===== src/rtl/canonical_pkg.sv =====
// rtl/canonical_pkg.sv - shared state encoding, mode constants and term evaluation helper
package canonical_pkg;

    typedef enum logic [1:0] {
        IDLE  = 2'd0,
        LOAD  = 2'd1,
        SCAN  = 2'd2,
        READY = 2'd3
    } state_e;

    localparam logic MODE_SOP = 1'b0;
    localparam logic MODE_POS = 1'b1;

    // In POS mode a set mask bit marks a maxterm, so the function is 0 there.
    function automatic logic eval_f(input logic mask_bit, input logic mode);
        return (mode == MODE_POS) ? ~mask_bit : mask_bit;
    endfunction

endpackage


===== src/rtl/term_scanner.sv =====
// rtl/term_scanner.sv - sequential scan of the truth table counting indices where F is 0
//
// Ports:
//   clk, rst_n  clock, asynchronous active-low reset
//   start_i     begin a scan at index 0 on the next cycle
//   abort_i     drop any scan in progress
//   mask_i      committed truth-table mask
//   mode_i      0 = SOP, 1 = POS
//   done_o      high in the cycle the last index is examined
//   count_o     running zero count including the index examined this cycle
module term_scanner
    import canonical_pkg::*;
#(
    parameter int N_IN = 4
) (
    input  logic              clk,
    input  logic              rst_n,
    input  logic              start_i,
    input  logic              abort_i,
    input  logic [2**N_IN-1:0] mask_i,
    input  logic              mode_i,
    output logic              done_o,
    output logic [N_IN:0]     count_o
);

    logic            busy_q;
    logic [N_IN-1:0] idx_q;
    logic [N_IN:0]   acc_q;
    logic            zero_here;

    assign zero_here = busy_q && !eval_f(mask_i[idx_q], mode_i);
    // Both are combinational so the owner can commit the count on the same
    // edge that retires the last index.
    assign done_o    = busy_q && (&idx_q);
    assign count_o   = acc_q + {{N_IN{1'b0}}, zero_here};

    always_ff @(posedge clk or negedge rst_n) begin
        if (!rst_n) begin
            busy_q <= 1'b0;
            idx_q  <= '0;
            acc_q  <= '0;
        end else if (abort_i) begin
            busy_q <= 1'b0;
        end else if (start_i) begin
            busy_q <= 1'b1;
            idx_q  <= '0;
            acc_q  <= '0;
        end else if (busy_q) begin
            acc_q <= count_o;
            idx_q <= idx_q + 1'b1;
            if (done_o) begin
                busy_q <= 1'b0;
            end
        end
    end

endmodule


===== src/rtl/canonical_term_unit.sv =====
// rtl/canonical_term_unit.sv - loadable SOP/POS truth-table function unit with maxterm count
//
// Ports:
//   clk, rst_n             clock, asynchronous active-low reset
//   load_start, mode       restart a table load and latch SOP/POS mode
//   load_valid/ready/data  mask words, lowest word first
//   in_valid/ready, in_vars evaluation requests
//   out_valid, out_f       registered F(in_vars), one cycle after acceptance
//   term_count, count_valid number of indices with F=0 for the committed table
module canonical_term_unit
    import canonical_pkg::*;
#(
    parameter int N_IN   = 4,
    parameter int LOAD_W = 8
) (
    input  logic              clk,
    input  logic              rst_n,
    input  logic              load_start,
    input  logic              mode,
    input  logic              load_valid,
    output logic              load_ready,
    input  logic [LOAD_W-1:0] load_data,
    input  logic              in_valid,
    output logic              in_ready,
    input  logic [N_IN-1:0]   in_vars,
    output logic              out_valid,
    output logic              out_f,
    output logic [N_IN:0]     term_count,
    output logic              count_valid
);

    localparam int TW     = 2**N_IN;
    localparam int NWORDS = TW / LOAD_W;
    localparam int WCW    = (NWORDS > 1) ? $clog2(NWORDS) : 1;

    state_e          state_q;
    logic [WCW-1:0]  wcnt_q;
    logic [TW-1:0]   mask_q;
    logic            mode_q;
    logic            load_ready_q;
    logic            out_valid_q;
    logic            out_f_q;
    logic [N_IN:0]   term_count_q;
    logic            count_valid_q;

    logic            word_acc;
    logic            last_word;
    logic            eval_acc;
    logic            scan_done;
    logic [N_IN:0]   scan_count;

    // load_start has priority over both the load and evaluation handshakes.
    assign word_acc  = load_ready_q && load_valid && !load_start;
    assign last_word = word_acc && (wcnt_q == WCW'(NWORDS - 1));
    assign in_ready  = ((state_q == SCAN) || (state_q == READY)) && !load_start;
    assign eval_acc  = in_valid && in_ready;

    assign load_ready  = load_ready_q;
    assign out_valid   = out_valid_q;
    assign out_f       = out_f_q;
    assign term_count  = term_count_q;
    assign count_valid = count_valid_q;

    term_scanner #(.N_IN(N_IN)) u_scanner (
        .clk     (clk),
        .rst_n   (rst_n),
        .start_i (last_word),
        .abort_i (load_start),
        .mask_i  (mask_q),
        .mode_i  (mode_q),
        .done_o  (scan_done),
        .count_o (scan_count)
    );

    always_ff @(posedge clk or negedge rst_n) begin
        if (!rst_n) begin
            state_q       <= IDLE;
            wcnt_q        <= '0;
            mask_q        <= '0;
            mode_q        <= MODE_SOP;
            load_ready_q  <= 1'b0;
            out_valid_q   <= 1'b0;
            out_f_q       <= 1'b0;
            term_count_q  <= '0;
            count_valid_q <= 1'b0;
        end else begin
            out_valid_q <= eval_acc;
            if (eval_acc) begin
                out_f_q <= eval_f(mask_q[in_vars], mode_q);
            end

            if (load_start) begin
                state_q       <= LOAD;
                wcnt_q        <= '0;
                mask_q        <= '0;
                mode_q        <= mode;
                load_ready_q  <= 1'b1;
                count_valid_q <= 1'b0;
            end else begin
                case (state_q)
                    LOAD: begin
                        if (word_acc) begin
                            mask_q[int'(wcnt_q) * LOAD_W +: LOAD_W] <= load_data;
                            wcnt_q <= wcnt_q + WCW'(1);
                            if (last_word) begin
                                state_q      <= SCAN;
                                load_ready_q <= 1'b0;
                            end
                        end
                    end
                    SCAN: begin
                        if (scan_done) begin
                            state_q       <= READY;
                            term_count_q  <= scan_count;
                            count_valid_q <= 1'b1;
                        end
                    end
                    default: ;
                endcase
            end
        end
    end

endmodule

===== config.mk =====
export PLATFORM = sky130hd
export DESIGN_NAME = canonical_term_unit
export DESIGN_NICKNAME = d
export VERILOG_FILES = /design/src/rtl/canonical_pkg.sv /design/src/rtl/term_scanner.sv /design/src/rtl/canonical_term_unit.sv
export SDC_FILE = /design/constraint.sdc
export NUM_CORES = 1
export LEC_CHECK = 0
export ABC_AREA = 1
export CORE_ASPECT_RATIO = 1.1
export CORE_MARGIN = 2
export CORE_UTILIZATION = 35
export DETAILED_ROUTE_END_ITERATION = 7
export GPL_ROUTABILITY_DRIVEN = 0
export PLACE_DENSITY = 0.65
export SETUP_SLACK_MARGIN = 0.4
export SYNTH_ARGS = -nofsm -noshare
export SYNTH_HDL_FRONTEND = slang
export SYNTH_SLANG_ARGS = --single-unit

===== constraint.sdc =====
create_clock -name clk -period 2.75 [get_ports clk]
set_clock_uncertainty 0.15 [all_clocks]
set_input_delay 0.275 -clock clk [delete_from_list [all_inputs] [get_ports clk]]
set_output_delay 0.275 -clock clk [all_outputs]
set_load 0.02 [all_outputs]

# Word-level counts from Yosys, hierarchy flattened
# Index checks and enable logic that the tools add are counted.
[op_classes]
n_bitwise = 3
add_sub_neg = 4
n_shift = 2
order_cmp = 2
n_reduce_logical = 24
muxes = 33
mul = 0
eq_ne = 6
div = 0
[op_table]
columns = ["op", "n"]
rows = [
  ["$mux W16", 3],
  ["$neg A4 Y33", 1],
  ["$shift A8 B33 Y16 const A", 1],
  ["$shiftx A8 B33 Y16", 1],
  ["$mux W1", 18],
  ["$bwmux W16", 1],
  ["$reduce_bool A2 Y1", 6],
  ["$lt A4 B5 Y1 const B", 2],
  ["$mux W5", 2],
  ["$ne A3 B3 Y1 const B", 3],
  ["$bmux W1 S4", 2],
  ["$mux W2", 4],
  ["$mux W4", 2],
  ["$reduce_and A4 Y1", 2],
  ["$logic_and A1 B1 Y1", 7],
  ["$reduce_and A2 Y1", 3],
  ["$reduce_and A3 Y1", 2],
  ["$add A5 B1 Y5", 1],
  ["$add A4 B1 Y4 const B", 1],
  ["$eq A2 B2 Y1 const B", 2],
  ["$pmux W2 S2", 1],
  ["$not A1 Y1", 3],
  ["$reduce_bool A3 Y1", 1],
  ["$eq A2 B1 Y1 const B", 1],
  ["3 further kinds", 4],
]
[word_totals]
wordCells = 86
memories = 0
latch_bits = 0
mem_bits_ro = 0
ram_bits = 0
out_inout_bits = 10
register_bits = 39
in_bits = 18

# Depth between registers and ports, before layout
[logic_depth]
ltp_word = 9
depth_mapped = 14
ltp_nobuf = 14

# Hierarchy
# From an unflattened synthesis, not the netlist that was laid out.
[hier_totals]
hier_cells = 254
hier_area_um2 = 2078.2
[modules_own_cells]
columns = ["module", "cells_per_inst", "area_per_inst_um2", "seq_area_each_um2", "instances"]
rows = [
  ["canonical_term_unit", 149, 1338.8, 725.7, 1],
  ["term_scanner", 105, 739.5, 250.2, 1],
]

# Worst setup path after synthesis
# OpenSTA, ideal clock, no wires.
[synth_timing]
kind = "register to register"
from = "register u_scanner.idx_q[0]"
to = "register term_count_q[4] (netlist: term_count[4])"
setup_slack_ns = 0.670
synth_period_minus_slack_ns = 2.080
n_path_buf = 1
t_arrival_ns = 1.856
setup_ns = 0.074
path_stages_with_launch = 14
required_time_ns = 2.526
cell_sequence = "dfrtp_1 > buf_4 > a21oi_1 > o21ai_0 > nand3_1 > nand3_1 > a21oi_1 > nor2_1 > ha_1 > ha_1 > nand3_1 > xor2_1 > inv_1 > o21ai_2"
[synth_via]
elab_chain_cells = 7
word_cells_on_any_way = 10
cone_classes = "1 x add/sub; 3 x mux; 1 x bitwise; 5 x reduce/logical"
[synth_lines]
columns = ["item", "line_no", "rtl"]
rows = [
  ["from (decl)", "term_scanner.sv:27", "logic [N_IN-1:0] idx_q;"],
  ["from (signal assigned)", "term_scanner.sv:50", "idx_q <= idx_q + 1'b1;"],
  ["$bmux W1 S4", "term_scanner.sv:31", "assign zero_here = busy_q && !eval_f(mask_i[idx_q], mode_i);"],
  ["$mux W1 (not written as such)", "term_scanner.sv:31", ""],
  ["$not A1 Y1", "canonical_pkg.sv:16", "return (mode == MODE_POS) ? ~mask_bit : mask_bit;"],
  ["$mux W1", "canonical_pkg.sv:16", ""],
  ["$logic_not A1 Y1", "term_scanner.sv:31", ""],
  ["$logic_and A1 B1 Y1", "term_scanner.sv:31", ""],
  ["$add A5 B1 Y5", "term_scanner.sv:35", "assign count_o = acc_q + {{N_IN{1'b0}}, zero_here};"],
  ["to (signal assigned)", "canonical_term_unit.sv:114", "term_count_q <= scan_count;"],
  ["to (decl)", "canonical_term_unit.sv:43", "logic [N_IN:0] term_count_q;"],
]
# Several ways; a longest one is shown, not always the timed one. The select of a mux whose other input is x is not followed.
# A chain may end at the register's enable or synchronous reset.

# Final worst setup path
# Ends and elaborated chain as after synthesis.

==> insert_results.sql <==
INSERT INTO impl_metrics (metric_group, metric, value, unit) VALUES
('die', 'floorplan.die.height', '83.20', 'um'),
('global_routing', 'grt_overflow', '0', ''),
('die', 'core-area', '5430', 'um^2'),
('worst_hold_path', 'whs_endpoint', 'wcnt_q', ''),
('clock_network', 'htree_num_levels', '2', ''),
('finish', 'area_delta_synth_final', '27.84', '%'),
('synthesis', 'postSynthNetCount', '264', ''),
('synthesis', 'synth_commonest_cells', '48 x sky130_fd_sc_hd__inv_1, 40 x sky130_fd_sc_hd__nand2_1, 39 x sky130_fd_sc_hd__dfrtp_1, 29 x sky130_fd_sc_hd__nand3_1, 17 x sky130_fd_sc_hd__o22ai_1', ''),
('setup_path', 'worst-path-max-fanout', '6', ''),
('sta', 'final_min_period_over_clock_period', '83.96', '%'),
('sta', 'maxSlewViolCount', '0', ''),
('setup_path', 'cp_common_cell', 'sky130_fd_sc_hd__nand3_2', ''),
('setup_path', 'worstReg2RegEnd', 'term_count[4]', ''),
('finish', 'layout_net_count', '301', ''),
('setup_path', 'startpoint_of_the_worst_register_to_register_path', 'u_scanner.idx_q[0]', ''),
('synthesis', 'synthesis.yosys.warnings', '0', ''),
('detailed_routing', 'detailroute.wirelength.met2', '2235', 'um'),
('placement', 'io_buffer_count', '27', ''),
('setup_path', 'setup_slack_reg_to_reg', '0.44', 'ns'),
('detailed_routing', 'topmost_layer_with_routed_signal_wires', 'met4', ''),
('detailed_routing', 'post_drt_via_cell_ratio', '4.798', ''),
('global_routing', 'antenna_violations_before_repair', '0', ''),
('clock_network', 'numCtsBuffers', '5', ''),
('setup_path', 'critical-path-max-stage-delay', '0.46', 'ns'),
('die', 'die_width', '76.00', 'um'),
('run', 'max-cap-violations', '0', ''),
('detailed_routing', 'drt_first_iter_violations', '110', ''),
('global_routing', 'grt_start_max_net_pins', '40', ''),
('worst_hold_path', 'hp-class', 'flip-flop to flip-flop', ''),
('finish', 'nFillCells', '541', ''),
('sta', 'max_clock_freq', '0.4331', 'GHz'),
('finish', 'drive_gt1_share', '17.44', '%'),
('finish', 'n_diodes', '0', ''),
('setup_path', 'library_cell_contributing_the_largest_single_delay_on_the_critical_path', 'sky130_fd_sc_hd__dfrtp_2', ''),
('synthesis', 'syn_area', '1996', 'um^2'),
('global_routing', 'first_pass_grt_wire_length', '7617', 'um'),
('detailed_routing', 'first_pass_iters', '5', ''),
('synthesis', 'synth.top_cells.by_area', 'sky130_fd_sc_hd__dfrtp_1 49%, sky130_fd_sc_hd__inv_1 9.0%, sky130_fd_sc_hd__nand2_1 7.5%, sky130_fd_sc_hd__nand3_1 7.3%, sky130_fd_sc_hd__o22ai_1 5.3%', ''),
('worst_hold_path', 'worst_hold_path.num_cells', '2', ''),
('outcome', 'status', 'complete, no violations', ''),
('setup_path', 'start_kind', 'flip-flop', ''),
('synthesis', 'synth.yosys.seq_area_share', '48.90', '%'),
('global_routing', 'grt_pass1_vias', '1634', ''),
('clock_network', 'ctsRootBufferMaster', 'sky130_fd_sc_hd__clkbuf_8', ''),
('worst_hold_path', 'hold_path_startpoint', 'wcnt_q', ''),
('die', 'die_area', '6322', 'um^2'),
('sta', 'setup_violations', '0', ''),
('clock_network', 'tritoncts_clock_tree', 'built', ''),
('clock_network', 'clk_path_buf_depth', '2', ''),
('setup_path', 'reg2regPathDepth', '14', ''),
('synthesis', 'ys_ff_latch', '39', ''),
('pwr', 'power.ir.vdd_worst', '0.4110', 'mV'),
('detailed_routing', 'remaining_drc_errors', '0', ''),
('detailed_routing', 'met3RoutedLength', '151', 'um'),
('setup_path', 'critical_path.top_delay_family', 'simple AND/OR/NAND/NOR gates', ''),
('sta', 'sum_neg_setup_slack', '0', 'ns'),
('die', 'num_rows', '28', ''),
('detailed_routing', 'drt.antenna.violating_nets', '0', ''),
('sta', 'hold_ws', '0.3374', 'ns'),
('clock_network', 'clock_insertion_delay_worst_skew', '0.29', 'ns'),
('synthesis', 'synth_top_area_cell', 'sky130_fd_sc_hd__dfrtp_1', ''),
('synthesis', 'postSynth.asyncResetShare', '100.0', '%'),
('die', 'initial_core_util', '36.75', '%'),
('die', 'io_pins', '28', ''),
('pwr', 'leakagePower', '0.001195', 'uW'),
('setup_path', 'buffering_stage_count_on_the_worst_path_with_inverters_included', '2', ''),
('placement', 'detailedPlacementHpwl', '3088', 'um'),
('clock_network', 'cts_sinks', '39', ''),
('detailed_routing', 'wl_met1', '2195', 'um'),
('setup_path', 'critical_path_class', 'flip-flop to flip-flop', ''),
('sta', 'timing.max_slew.rel_slack', '40.76', '%');
-- how the worst max path moves through the flow --
| stage | cells past startpoint | startpoint | to |
|---|---|---|---|
| after global routing | 13 | u_scanner.idx_q[0] | u_scanner.acc_q[2] |
| after CTS | 12 | u_scanner.idx_q[0] | u_scanner.acc_q[2] |
| after detailed placement | 12 | u_scanner.idx_q[0] | u_scanner.acc_q[2] |
| after global placement | 13 | u_scanner.idx_q[0] | term_count[4] |
| after floorplan | 13 | u_scanner.idx_q[0] | term_count[4] |
| final | 14 | u_scanner.idx_q[0] | term_count[4] |
-- power by group --
group	switching, uW	internal (uW)	total (uW)
clock	204	229	433
sequential	81.7	659	741
combinational	274	216	491
total	560	1100	1660
-- timing repair --
item / 4_1_cts / 5_1_grt
hold buffers: 1 / 0
pin swaps: 0 / 6
endpoints found under the hold margin: 39 / 0
setup endpoints to repair: 4 / 6
setup buffers: 0 / 6
gates resized for setup: 2 / 24
-- logic make-up after synthesis --
kind of cell | count (synthesis) | share of synthesized area, %
AND/OR/NAND/NOR | 95 | 22.07
flip-flops | 39 | 48.90
AO/OA/AOI/OAI | 46 | 13.79
XOR/XNOR | 4 | 1.755
buffers and inverters | 56 | 11.60
adder cells (fa/ha/maj) | 3 | 1.881
-- stage by stage --
| stage | setup slack (ns) | area [um^2] | total power (uW) | instances | utilization [%] |
|---|---|---|---|---|---|
| global placement | 0.4581 | 2322 | 1117 | 341 | 42.77 |
| detailed placement | 0.3203 | 2322 | 1125 | 341 | 42.77 |
| CTS | 0.4345 | 2435 | 1556 | 350 | 44.84 |
| finish | 0.4412 | 2551 | 1665 | 356 | 46.98 |
| floorplan | 0.6699 | 1996 | 1004 | 243 | - |
| global route | 0.3140 | 2551 | 1764 | 356 | 46.98 |
-- placed cells by master (no fill, tap or decap), drive strengths merged --
cell / n
clkdlybuf4s50: 26
a31oi: 4
nand3: 30
buf: 8
dfrtp: 39
nor2: 19
dlygate4sd3: 1
nor4: 1
clkbuf: 8
xor2: 4
inv: 51
o22ai: 17
a21oi: 7
o21ai: 18
nand2: 45
ha: 3
-- flip-flops by register name, summed over array words and instances, names as in the netlist --
signal,cells
u_scanner.busy_q,1
mode_q,1
count_valid,1
u_scanner.acc_q,5
load_ready,1
out_f,1
out_valid,1
term_count,5
wcnt_q,1
state_q,2
u_scanner.idx_q,4
mask_q,16
-- worst register-to-register path, delay by kind of cell, from the launching register on --
family                     cells  cell delay [ns]
and+or+nand+nor                6             0.51
buffers and inverters          2             0.23
adders and majority gates      2             0.35
DFF                            1             0.46
AOI/OAI and AO/OA              3             0.33
xor gates and xnor gates       1             0.16
-- routing by layer --
layer  up-vias  GRT usage (%)
met4         0          4.793
met1       820          20.20
li1        853              -
met5         -              0
met2        30          22.73
met3         5          3.804
-- cell type report --
class                           count  area, um^2  share of cell area (%)
Clock buffer                        8       100.1                   3.923
Tap cell                           75       93.84                   3.678
Sequential cell                    39       978.4                   38.35
Multi-Input combinational cell    148       844.6                   33.10
Inverter                           51       191.4                   7.504
Timing Repair Buffer               35       342.8                   13.44
Note: power is estimated with default switching activity, not from simulation.
==> RTL change 1, RTL diff (same settings) <==
Reset style: synchronous (`rst_n`), changed in 2 clocked blocks. Comments in the files are not updated.
--- a/src/rtl/term_scanner.sv
+++ b/src/rtl/term_scanner.sv
@@ -34,7 +34,7 @@
     assign done_o    = busy_q && (&idx_q);
     assign count_o   = acc_q + {{N_IN{1'b0}}, zero_here};
 
-    always_ff @(posedge clk or negedge rst_n) begin
+    always_ff @(posedge clk) begin
         if (!rst_n) begin
             busy_q <= 1'b0;
             idx_q  <= '0;
--- a/src/rtl/canonical_term_unit.sv
+++ b/src/rtl/canonical_term_unit.sv
@@ -72,7 +72,7 @@
         .count_o (scan_count)
     );
 
-    always_ff @(posedge clk or negedge rst_n) begin
+    always_ff @(posedge clk) begin
         if (!rst_n) begin
             state_q       <= IDLE;
             wcnt_q        <= '0;
Function: differs if rst_n is asserted again (counterexample within 4 cycles, from zero or initial values and one cycle with rst_n low); with rst_n held inactive, the same outputs for 10 cycles.
==> RTL change 1 against the unedited design <==
Via count grew 5.1%; synthesized area shrank 5.6%; cell area is 6.9% lower; critical endpoint is now u_scanner.acc_q[4]; sequential cell count did not move; fmax up 2.2%; wire length down 4.8%; setup slack better by 51 ps; die area shrank 5.3%; first-iteration DRC count grew 6.4%.
Power is not compared: it rests on default switching activity, and its combinational part moved more than twofold at a synthesized area within 25%.
==> RTL change 1: results (changes against the unedited design) <==
layout cells sized above 1=11.3% (-6.1 points); Async S/R FF share, synth=0% (-100 points); WP data arrival=between 2000 and 2500 ps; Worst Path Max Fanout=7 (+1); worst reg2reg setup slack=490 ps (+50 ps); Filler cells=538 (-0.55%); CP endpoint=u_scanner.acc_q[4]; vias in the first global route=1633 (-0.061%); Clk pin slew, worst setup/hold paths=80 ps (about the same); status=finished, final reports clean; Iteration-0 DRC Markers=117 (+6.4%); post-synthesis sequential area ratio=41.4% (-7.5 points); initial antenna violation count=0 (unchanged); post-DP HPWL=3.22 mm (+4.3%); Synth Area in XOR/XNOR=1.39% (-0.36 points); fin nets=320 (+6.3%); drt pass-1 iters=4 (-1); Setup crit start=u_scanner.idx_q[0]; Most flops, register=mask_q; Synth Area in Compound Gates=18.2% (+4.4 points); GRT Util Overall=16.0% (+1.3 points); Slew @ Worst Pin=342 ps (-546 ps); Syn Area/Cell=7.08 µm² (-14%); max reg flops=16 (unchanged); CTS Buffer Depth=2 (unchanged); Post-Synth Adder-Cell Area=1.99% (+0.11 points); multiplexer area fraction after synthesis=0% (unchanged); # H-tree levels=2 (unchanged); via count=1795 (+5.1%); P_leak=0.912 nW; largest net degree at the start of global routing=18 (-55%); global-route wire length before repair=7.45 mm (-2.2%); Port Buffers=27 (unchanged); root buffer cell=clkbuf_8; Clk Latency, worst-skew pair=290 ps (about the same); Vias/cell=4.79 (-0.23%); Syn Nets=287 (+8.7%); VDD IR max=between 200 and 250 µV; ant diodes=0 (unchanged); Ys Warns=0 (unchanged); DP Cell Count=363 (+6.5%); max_cap viols=0 (unchanged); Num CTS Buffers=5 (unchanged); Unique masters post-synth=24 (+14%); WHS Path Cells=2 (unchanged); Post-synth top cells=nand2_1, inv_1, dfxtp_1, a21oi_1, nand3_1; Reg2Reg Depth=14 (unchanged); wire length per cell=11.7 µm (-9.6%); Hold/Removal Path Class=flop to flop; dominant cells by area after synthesis=dfxtp_1, nand2_1, a21oi_1
RTL change 1: what timing repair did:
item	CTS	global route
pin swaps	0	8
cloned	0	0
setup buffers	0	4
resized for setup	1	18
hold buffers	0	0
setup endpoints to repair	1	8
RTL change 1: critical path, stage by stage, from the launching register on:
cell	delay, ps
dfxtp_4	370
buf_6	130
a21oi_2	100
o21ai_1	90
nand3_1	90
nand3_1	90
nand3_1	110
nand2_1	60
nor2_1	110
ha_2	210
ha_4	150
nand3_4	80
xnor2_2	200
nor2_1	70
nor3_1	170
RTL change 1: per-stage QoR:
stage	setup slack, ps	area (µm²)	hold slack [ps]
final	492	2370	300
after global routing	324	2370	339
after CTS	449	2300	305
after detailed placement	367	2210	294
after global placement	477	2210	295
after floorplan	675	1880	270
RTL change 1: routing by layer:
metal | up-vias | global-route usage, % | wire length (µm)
li1 | 929 | - | -
met1 | 822 | 21.8 | 2090
met2 | 32 | 23.5 | 2060
met3 | 12 | 4.34 | 123
met4 | 0 | 6.73 | 129
met5 | - | 0 | 0
RTL change 1: worst min path at each step:
stage,from,endpoint,slack (ps)
global placement,count_valid,count_valid,290
detailed placement,count_valid,count_valid,290
global route,count_valid,count_valid,340
CTS,count_valid,count_valid,310
finish,count_valid,count_valid,300
floorplan,in_valid,out_valid,270
RTL change 1: cell type report:
type	count	area share, %
Clock buffer	7	3.21
Sequential cell	39	33.2
Clock inverter	1	0.211
Multi-Input combinational cell	176	38.9
Tap cell	75	3.95
Inverter	44	7.06
Timing Repair Buffer	33	13.4
RTL change 1: where the power goes:
part	total, W	switching, W	internal (W)
Combinational	0.0000830	0.0000447	0.0000383
Clock	0.000370	0.000192	0.000178
Sequential	0.000569	0.00000225	0.000567
Total	0.00102	0.000239	0.000783
==> RTL change 2, RTL diff (same flow settings) <==
Made on the original files. `N_IN` is set to 4 in 2 places; all go to 3.
--- a/src/rtl/term_scanner.sv
+++ b/src/rtl/term_scanner.sv
@@ -11,7 +11,7 @@
 module term_scanner
     import canonical_pkg::*;
 #(
-    parameter int N_IN = 4
+    parameter int N_IN = 3
 ) (
     input  logic              clk,
     input  logic              rst_n,
--- a/src/rtl/canonical_term_unit.sv
+++ b/src/rtl/canonical_term_unit.sv
@@ -10,7 +10,7 @@
 module canonical_term_unit
     import canonical_pkg::*;
 #(
-    parameter int N_IN   = 4,
+    parameter int N_IN   = 3,
     parameter int LOAD_W = 8
 ) (
     input  logic              clk,
Interface: changed (resized in_vars and term_count); port bits go from 28 to 26. The function was not compared with the original's and may differ.
==> RTL change 2 against the unedited design <==
Critical path depth stayed put; synthesized area fell by 27%; die area down 25%; largest cell class unchanged; cell area fell by 29%; setup slack better by 330 ps; critical path type unchanged; non-clock buffer count decreased by 8; power shrank 29%; sequential cell count down 11; wire length shrank 39%; utilization is 1.5 points lower.
==> RTL change 2: results (changes against the unedited design) <==
status=finished, final reports clean; post-synthesis sequential area ratio=47.9% (-1.0 points); Clk Latency, worst-skew pair=270 ps (-20 ps); NonClk Buf Share=14.6% (+1.2 points); Syn Nets=191 (-28%); WL met3=103 µm (-32%); Multi-input gate area=616 µm² (-27%); via count=1173 (-31%); fin nets=220 (-27%); VDD IR max=200 µV (-51%); global-route wire length before repair=5.04 mm (-34%); Slew @ Worst Pin=609 ps (-280 ps); Clk power=0.000250 W (-42%); largest net degree at the start of global routing=29 (-28%); Multi-Input Combinational=110 (-26%); WP data arrival=2030 ps (-300 ps); Seq/total area=38.6% (+0.24 points); Post-synth top cells=nand2_1, dfrtp_1, inv_1, nand3_1, o21ai_1; Non-clock buffers=27 (-23%); post-DP HPWL=2.14 mm (-31%); dominant cells by area after synthesis=dfrtp_1, nand2_1, nand3_1; GRT Util Overall=13.7% (-0.96 points); wire length per cell=11.3 µm (-13%); Power Combinational=0.000394 W (-20%); max reg flops=8 (-8); Power, Total=0.00118 W (-29%); Filler cells=417 (-23%); Sw Pwr=0.000413 W (-26%); reg2reg end=u_scanner.acc_q[2]
-- RTL change 2: worst max-delay path, stage by stage (launching register included) --
cell and delay, ps:
dfrtp_1 440, inv_2 130, nand2_1 70, nand3_1 70
nand2_1 60, nand2_1 50, nand2_1 60, nand2_1 50
nand2_1 40, nor2_1 100, ha_1 180, ha_1 160
xor2_1 150, inv_1 70, o21ai_1 140
-- RTL change 2: worst max path at each step --
stage                            start                 end  slack [ps]  cells past startpoint
global placement            load_valid          load_ready         780                      6
detailed placement          load_valid          load_ready         760                      6
CTS                 u_scanner.idx_q[0]  u_scanner.acc_q[2]         760                     14
finish              u_scanner.idx_q[0]  u_scanner.acc_q[2]         770                     14
floorplan           u_scanner.idx_q[0]       term_count[2]         970                     13
global route        u_scanner.idx_q[0]  u_scanner.acc_q[2]         530                     14
-- RTL change 2: routing by layer --
metal  track usage, %  vias up
met5                0        -
met4             5.32        0
met3             2.35        4
met2             22.1       19
met1             18.4      548
li1                 -      602
-- RTL change 2: cells by family (layout without fill, tap and decap cells) --
family | count (synthesis) | after routing | share of synthesized area [%]
buffers and inverters | 32 | 60 | 10.1
XOR/XNOR | 2 | 2 | 1.20
flip-flops | 28 | 28 | 47.9
adder cells (fa/ha/maj) | 4 | 4 | 3.42
AO/OA/AOI/OAI | 26 | 26 | 11.0
AND/OR/NAND/NOR | 78 | 78 | 26.4
-- RTL change 2: metrics by stage --
stage	hold slack (ps)	setup slack, ps	instance area, µm²	utilization (%)	instances
after floorplan	-171	969	1460	-	170
after global placement	316	780	1760	44.1	246
after detailed placement	315	761	1760	44.1	246
after CTS	238	764	1820	45.5	250
after global routing	267	526	1820	45.5	250
final	220	767	1820	45.5	250
